[src/rtl/mul_div_if.sv]
// Operand/result bundle between the issue logic and mul_div_unit.
// When MDU_ABORT_EN is defined, the bundle also carries an abort request.
interface mul_div_if #(
    parameter int WIDTH = 32
);
    logic             start;
    logic [1:0]       op;
    logic [WIDTH-1:0] opa;
    logic [WIDTH-1:0] opb;
    logic             busy;
    logic             done;
    logic [WIDTH-1:0] hi;
    logic [WIDTH-1:0] lo;
    logic             div_by_zero;
`ifdef MDU_ABORT_EN
    logic             abort;

    modport master (output start, op, opa, opb, abort,
                    input  busy, done, hi, lo, div_by_zero);
    modport slave  (input  start, op, opa, opb, abort,
                    output busy, done, hi, lo, div_by_zero);
`else
    modport master (output start, op, opa, opb,
                    input  busy, done, hi, lo, div_by_zero);
    modport slave  (input  start, op, opa, opb,
                    output busy, done, hi, lo, div_by_zero);
`endif
endinterface

[src/rtl/mul_div_unit.sv]
// Iterative MULT/MULTU/DIV/DIVU unit: one result bit per clock, HI/LO result registers.
// Optional macro MDU_ABORT_EN adds an abort input that cancels CALC/SIGN.
module mul_div_unit #(
    parameter int WIDTH = 32
) (
    input  logic      clk,
    input  logic      rst_n,
    mul_div_if.slave  bus
);
    localparam int CW = $clog2(WIDTH);

    localparam logic [1:0] ST_IDLE = 2'd0;
    localparam logic [1:0] ST_CALC = 2'd1;
    localparam logic [1:0] ST_SIGN = 2'd2;
    localparam logic [1:0] ST_DONE = 2'd3;

    logic [1:0]         state_q, state_d;
    logic [CW-1:0]      cnt_q, cnt_d;
    logic               is_div_q, is_div_d;
    logic               neg_res_q, neg_res_d;
    logic               neg_rem_q, neg_rem_d;
    logic               dz_q, dz_d;
    logic [WIDTH-1:0]   opa_q, opa_d;
    logic [WIDTH-1:0]   magb_q, magb_d;
    logic [WIDTH-1:0]   acc_hi_q, acc_hi_d;
    logic [WIDTH-1:0]   acc_lo_q, acc_lo_d;
    logic               busy_q, busy_d;
    logic               done_q, done_d;
    logic [WIDTH-1:0]   hi_q, hi_d;
    logic [WIDTH-1:0]   lo_q, lo_d;
    logic               dbz_q, dbz_d;

    logic [WIDTH:0]     mul_sum_s;
    logic [WIDTH:0]     div_shift_s;
    logic [WIDTH:0]     div_diff_s;
    logic [2*WIDTH-1:0] prod_s;
    logic               abort_s;

    function automatic logic [WIDTH-1:0] magnitude(input logic [WIDTH-1:0] v, input logic sgn);
        return (sgn && v[WIDTH-1]) ? (~v + WIDTH'(1)) : v;
    endfunction

    function automatic logic [WIDTH-1:0] cond_neg(input logic [WIDTH-1:0] v, input logic neg);
        return neg ? (~v + WIDTH'(1)) : v;
    endfunction

`ifdef MDU_ABORT_EN
    assign abort_s = bus.abort && ((state_q == ST_CALC) || (state_q == ST_SIGN));
`else
    assign abort_s = 1'b0;
`endif

    // Multiply step adds B when the multiplier LSB is set; divide step is a restoring trial subtract.
    assign mul_sum_s   = {1'b0, acc_hi_q} + {1'b0, (acc_lo_q[0] ? magb_q : WIDTH'(0))};
    assign div_shift_s = {acc_hi_q, acc_lo_q[WIDTH-1]};
    assign div_diff_s  = div_shift_s - {1'b0, magb_q};
    assign prod_s      = neg_res_q ? (~{acc_hi_q, acc_lo_q} + (2*WIDTH)'(1)) : {acc_hi_q, acc_lo_q};

    // Next-state, datapath iteration and result write-back.
    always_comb begin
        state_d   = state_q;
        cnt_d     = cnt_q;
        is_div_d  = is_div_q;
        neg_res_d = neg_res_q;
        neg_rem_d = neg_rem_q;
        dz_d      = dz_q;
        opa_d     = opa_q;
        magb_d    = magb_q;
        acc_hi_d  = acc_hi_q;
        acc_lo_d  = acc_lo_q;
        done_d    = 1'b0;
        hi_d      = hi_q;
        lo_d      = lo_q;
        dbz_d     = dbz_q;
        case (state_q)
            ST_IDLE, ST_DONE: begin
                if (bus.start) begin
                    state_d   = ST_CALC;
                    cnt_d     = CW'(0);
                    is_div_d  = bus.op[1];
                    neg_res_d = bus.op[0] && (bus.opa[WIDTH-1] ^ bus.opb[WIDTH-1]);
                    neg_rem_d = bus.op[0] && bus.opa[WIDTH-1];
                    dz_d      = bus.op[1] && (bus.opb == WIDTH'(0));
                    opa_d     = bus.opa;
                    magb_d    = magnitude(bus.opb, bus.op[0]);
                    acc_hi_d  = WIDTH'(0);
                    acc_lo_d  = magnitude(bus.opa, bus.op[0]);
                end else begin
                    state_d   = ST_IDLE;
                end
            end
            ST_CALC: begin
                if (is_div_q) begin
                    acc_hi_d = div_diff_s[WIDTH] ? div_shift_s[WIDTH-1:0] : div_diff_s[WIDTH-1:0];
                    acc_lo_d = {acc_lo_q[WIDTH-2:0], ~div_diff_s[WIDTH]};
                end else begin
                    acc_hi_d = mul_sum_s[WIDTH:1];
                    acc_lo_d = {mul_sum_s[0], acc_lo_q[WIDTH-1:1]};
                end
                cnt_d = cnt_q + CW'(1);
                if (cnt_q == CW'(WIDTH-1)) begin
                    state_d = ST_SIGN;
                end else begin
                    state_d = ST_CALC;
                end
            end
            ST_SIGN: begin
                state_d = ST_DONE;
                done_d  = 1'b1;
                dbz_d   = dz_q;
                if (!is_div_q) begin
                    hi_d = prod_s[2*WIDTH-1:WIDTH];
                    lo_d = prod_s[WIDTH-1:0];
                end else if (dz_q) begin
                    hi_d = opa_q;
                    lo_d = {WIDTH{1'b1}};
                end else begin
                    hi_d = cond_neg(acc_hi_q, neg_rem_q);
                    lo_d = cond_neg(acc_lo_q, neg_res_q);
                end
            end
            default: begin
                state_d = ST_IDLE;
            end
        endcase
        // Abort cancels the operation without touching the architectural results.
        if (abort_s) begin
            state_d = ST_IDLE;
            done_d  = 1'b0;
            hi_d    = hi_q;
            lo_d    = lo_q;
            dbz_d   = dbz_q;
        end else begin
            state_d = state_d;
        end
        busy_d = (state_d == ST_CALC) || (state_d == ST_SIGN);
    end

    // State and result registers.
    always_ff @(posedge clk or negedge rst_n) begin
        if (!rst_n) begin
            state_q   <= ST_IDLE;
            cnt_q     <= CW'(0);
            is_div_q  <= 1'b0;
            neg_res_q <= 1'b0;
            neg_rem_q <= 1'b0;
            dz_q      <= 1'b0;
            opa_q     <= WIDTH'(0);
            magb_q    <= WIDTH'(0);
            acc_hi_q  <= WIDTH'(0);
            acc_lo_q  <= WIDTH'(0);
            busy_q    <= 1'b0;
            done_q    <= 1'b0;
            hi_q      <= WIDTH'(0);
            lo_q      <= WIDTH'(0);
            dbz_q     <= 1'b0;
        end else begin
            state_q   <= state_d;
            cnt_q     <= cnt_d;
            is_div_q  <= is_div_d;
            neg_res_q <= neg_res_d;
            neg_rem_q <= neg_rem_d;
            dz_q      <= dz_d;
            opa_q     <= opa_d;
            magb_q    <= magb_d;
            acc_hi_q  <= acc_hi_d;
            acc_lo_q  <= acc_lo_d;
            busy_q    <= busy_d;
            done_q    <= done_d;
            hi_q      <= hi_d;
            lo_q      <= lo_d;
            dbz_q     <= dbz_d;
        end
    end

    assign bus.busy        = busy_q;
    assign bus.done        = done_q;
    assign bus.hi          = hi_q;
    assign bus.lo          = lo_q;
    assign bus.div_by_zero = dbz_q;
endmodule

[src/flat_wrapper.sv]
// flat-port wrapper written by rule: the top's interface ports become plain ports
module mul_div_unit_flat 
#(
    parameter int WIDTH = 32
)
  (clk, rst_n, bus_start, bus_op, bus_opa, bus_opb, bus_busy, bus_done, bus_hi, bus_lo, bus_div_by_zero);
  mul_div_if #(.WIDTH(WIDTH)) bus_i ();
  input  logic clk;
  input  logic rst_n;
  input wire logic [$bits(bus_i.start)-1:0] bus_start;
  input wire logic [$bits(bus_i.op)-1:0] bus_op;
  input wire logic [$bits(bus_i.opa)-1:0] bus_opa;
  input wire logic [$bits(bus_i.opb)-1:0] bus_opb;
  output wire logic [$bits(bus_i.busy)-1:0] bus_busy;
  output wire logic [$bits(bus_i.done)-1:0] bus_done;
  output wire logic [$bits(bus_i.hi)-1:0] bus_hi;
  output wire logic [$bits(bus_i.lo)-1:0] bus_lo;
  output wire logic [$bits(bus_i.div_by_zero)-1:0] bus_div_by_zero;
  assign bus_i.start = bus_start;
  assign bus_i.op = bus_op;
  assign bus_i.opa = bus_opa;
  assign bus_i.opb = bus_opb;
  assign bus_busy = bus_i.busy;
  assign bus_done = bus_i.done;
  assign bus_hi = bus_i.hi;
  assign bus_lo = bus_i.lo;
  assign bus_div_by_zero = bus_i.div_by_zero;
  mul_div_unit #(.WIDTH(WIDTH)) u_core (.clk(clk), .rst_n(rst_n), .bus(bus_i));
endmodule
[config.mk]
export PLATFORM = sky130hd
export DESIGN_NAME = mul_div_unit_flat
export DESIGN_NICKNAME = d
export VERILOG_FILES = /design/src/rtl/mul_div_if.sv /design/src/rtl/mul_div_unit.sv /design/src/flat_wrapper.sv
export SDC_FILE = /design/constraint.sdc
export NUM_CORES = 1
export LEC_CHECK = 0
export ABC_AREA = 1
export BUFFER_PORTS_ARGS = -buffer_cell sky130_fd_sc_hd__buf_2
export CORE_ASPECT_RATIO = 1.25
export CORE_MARGIN = 1
export CORE_UTILIZATION = 40
export DETAILED_ROUTE_END_ITERATION = 12
export SLEW_MARGIN = 30
export SYNTH_ARGS = -nofsm -noshare
export SYNTH_HDL_FRONTEND = slang
export SYNTH_SLANG_ARGS = --single-unit
[constraint.sdc]
create_clock -name clk -period 3 [get_ports clk]
set_input_delay 0.3 -clock clk [delete_from_list [all_inputs] [get_ports clk]]
set_output_delay 0.3 -clock clk [all_outputs]
set_load 0.01 [all_outputs]
==> reports/results.tsv <==
stage	metric	value	unit
final_layout	stdcell_count	3948	
detailed_routing	via_per_inst	5.52	
detailed_routing	drt_first_pass_iters	8	
timing	fmax	0.350	GHz
place	gp_congestion	1.03	
power	p_leak	11.2	nW
detailed_routing	wl	83.0	mm
final_layout	regArea	5160	µm²
final_layout	fillers	5078	
die	start_util	40.8	%
final_layout	drive_gt1_share	10.0	%
min_path	hold_path_class	input port to flip-flop	
synth	yosysUniqueCellTypes	53	
die	die_h	245	µm
setup_path	r2r_slack	0.14	ns
clocking	cts_tree	done	
setup_path	end_kind	flip-flop	
synth	synth_nets	3319	
timing	period_needed	2.86	ns
final_layout	final_cell_mix	938 x nand2_1, 429 x nor2_1, 404 x inv_1, 272 x nand3_1, 211 x o21ai_0	
timing	finalHoldViolCount	0	
detailed_routing	drtIter0Drc	1687	
global_routing	grt_max_degree	105	
run_status	status	completed	
final_layout	area_delta_synth_final	13.1	%
place	io_buffer_count	135	
synth	syn_inst	3176	
clocking	root_buffer	clkbuf_16	
final_layout	multiInputGateArea	11800	µm²
die	die_width	197	µm
die	num_rows	88	
synth	synth_seq_cells	206	
clocking	cts_max_path_buffers	3	
synth	synth_edf_count	0	
setup_path	cp.arrival	3.28	ns
place	dp_hpwl	65.6	mm
synth	ys_warn_count	0	
timing	finalCritPeriodShare	95.3	%
die	io_pins	136	
power	p_per_area	1040	nW/µm²
global_routing	antenna_found_initial	1	
timing	tightest_slew	0.948	ns
final_layout	diodes	0	
timing	final-setup-viol-count	0	
die	die_area	48300	µm²
flow_run	maxCapViolations	0	
clocking	htreeDepth	1	
place	dpl.cell_count	3898	
timing	maxSlewHeadroom	36.8	%
setup_path	crit_fanout	36	
clocking	path_clk_slew	0.06	ns
synth	yosysSeqAreaShare	27.2	%
synth	postSynthAreaPerCell	5.97	µm²
synth	synth_ff_type	dfrtp_1	
power	ir_drop	0.000593	V
clocking	post_cts_buffers	0	
final_layout	finalNetCount	3441	
timing	fin_skew	0.0183	ns
timing	maxSlewViolCount	0	
setup_path	crit_type	flip-flop to flip-flop	
final_layout	final_common_cell	nand2_1	
detailed_routing	avgRoutedWirePerCell	21.0	µm
clocking	worstSkewPairLatency	0.56	ns
detailed_routing	drc	0	
setup_path	start_kind	flip-flop	
global_routing	grt_pass1_wl	123	mm
clocking	cts_buffers	26	
clocking	numClockSinks	206	
detailed_routing	postRouteAntennaNets	0	
global_routing	grt_util_all_layers	33.9	%
timing	setup_tns	0	ns
synth	ys_async_sr_fraction	100	%
synth	synthesis.area	19000	µm²
die	core_area	46500	µm²
global_routing	grt_pass1_vias	20871	
global_routing	gr-total-overflow	0	
setup_path	crit_required	3.42	ns
detailed_routing	num_vias	21790	
==> per-stage QoR <==
stage                     area [µm²]  setup WS (ns)  util (%)  hold WS [ns]  total power, mW
after CTS                      21400         0.0874      46.1        0.0420             22.0
after detailed placement       20600         0.0918      44.3         0.368             18.8
final                          21500          0.142      46.2        0.0474             22.3
after global routing           21500       -0.00380      46.2        0.0574             23.9
after floorplan                19000          0.530         -       0.00441             13.8
after global placement         20600          0.135      44.3         0.370             18.7
==> Yosys cell counts, types with 11 or more instances <==
library cell | instances | area share (%)
a21oi_1 | 172 | 4.5
a31oi_1 | 45 | 1.5
buf_1 | 16 | 0.32
buf_2 | 13 | 0.34
clkbuf_1 | 81 | 1.6
dfrtp_1 | 206 | 27
ha_1 | 72 | 4.8
inv_1 | 404 | 8.0
inv_2 | 12 | 0.24
nand2_1 | 939 | 19
nand2_2 | 16 | 0.53
nand3_1 | 273 | 7.2
nand3b_1 | 22 | 0.87
nand4_1 | 25 | 0.82
nor2_1 | 430 | 8.5
nor2_2 | 14 | 0.46
nor3_1 | 25 | 0.66
o21ai_0 | 211 | 5.6
o21ai_1 | 26 | 0.69
o21bai_1 | 13 | 0.51
o22ai_1 | 11 | 0.36
or2_2 | 11 | 0.36
xnor2_1 | 18 | 0.83
xor2_1 | 50 | 2.3
==> where the power goes <==
group          switching (mW)  leakage, nW  internal, mW  total (mW)
logic                    9.97         8.36          4.33        14.3
registers                1.29         2.47          3.61        4.90
clock network            1.33        0.413          1.81        3.14
total                    12.6         11.2          9.75        22.3
==> metal layers <==
| metal | GRT usage [%] | vias up | part of all wire (%) |
|---|---|---|---|
| li1 | - | 10404 | - |
| met5 | 0 | - | 0 |
| met1 | 35.8 | 10172 | 36 |
| met4 | 33.4 | 0 | 11 |
| met2 | 57.9 | 892 | 48 |
| met3 | 3.91 | 322 | 5.4 |
==> path summary, 6_finish.rpt <==
| kind | from | to | depth (start not counted) |
|---|---|---|---|
| max reg2reg | u_core.acc_lo_q[31] | u_core.acc_lo_q[0] | 16 |
| max | u_core.acc_lo_q[31] | u_core.acc_lo_q[0] | 16 |
| min reg2reg | u_core.bus.lo[16] | u_core.bus.lo[16] | 2 |
| min | bus_op[1] | u_core.is_div_q | 3 |
| min in group asynchronous | rst_n | u_core.bus.lo[0] | 2 |
| max in group asynchronous | rst_n | u_core.bus.lo[20] | 3 |
==> state kept, by name (all words and copies together) (netlist names), 2 cells and up <==
| register | cells |
|---|---|
| u_core.acc_lo_q | 32 |
| u_core.bus.hi | 32 |
| u_core.opa_q | 32 |
| u_core.acc_hi_q | 32 |
| u_core.magb_q | 32 |
| u_core.state_q | 2 |
| u_core.bus.lo | 32 |
| u_core.cnt_q | 5 |
==> cells by family (layout without fill, tap and decap cells) <==
family,after synthesis,after routing,share of synthesized area [%]
compound gates,509,509,14.5
xor+xnor,68,68,3.14
fa+ha+maj,74,74,4.96
buf+inv,538,679,11.0
flops,206,206,27.2
simple gates,1781,1782,39.2
==> critical path: stages (launching register included) <==
cell and delay, ns:
dfrtp_1 0.34, inv_1 0.14, ha_1 0.28, fa_1 0.37, inv_1 0.07, nand2_1 0.07
nand2_1 0.11, nand3_1 0.10, nand2_2 0.13, nand2_2 0.08, nand2_4 0.09, nand2_4 0.07
nand3_2 0.13, nand2_8 0.19, nand2_1 0.16, nand2_1 0.07, a22oi_1 0.31
==> area by class of cell <==
type	count	share of cell area [%]
clock buffer	38	3.48
tap	630	3.67
timing repair buffer	210	6.12
clock inverter	10	0.432
multi-input combinational	2433	54.9
sequential	206	24.0
inverter	421	7.37
==> repair_timing <==
item,4_1_cts,5_1_grt
setup endpoints to repair,0,26
hold buffers,1,0
endpoints found under the hold margin,75,0
resized for setup,0,4
Power figures use the tool's default switching activity.
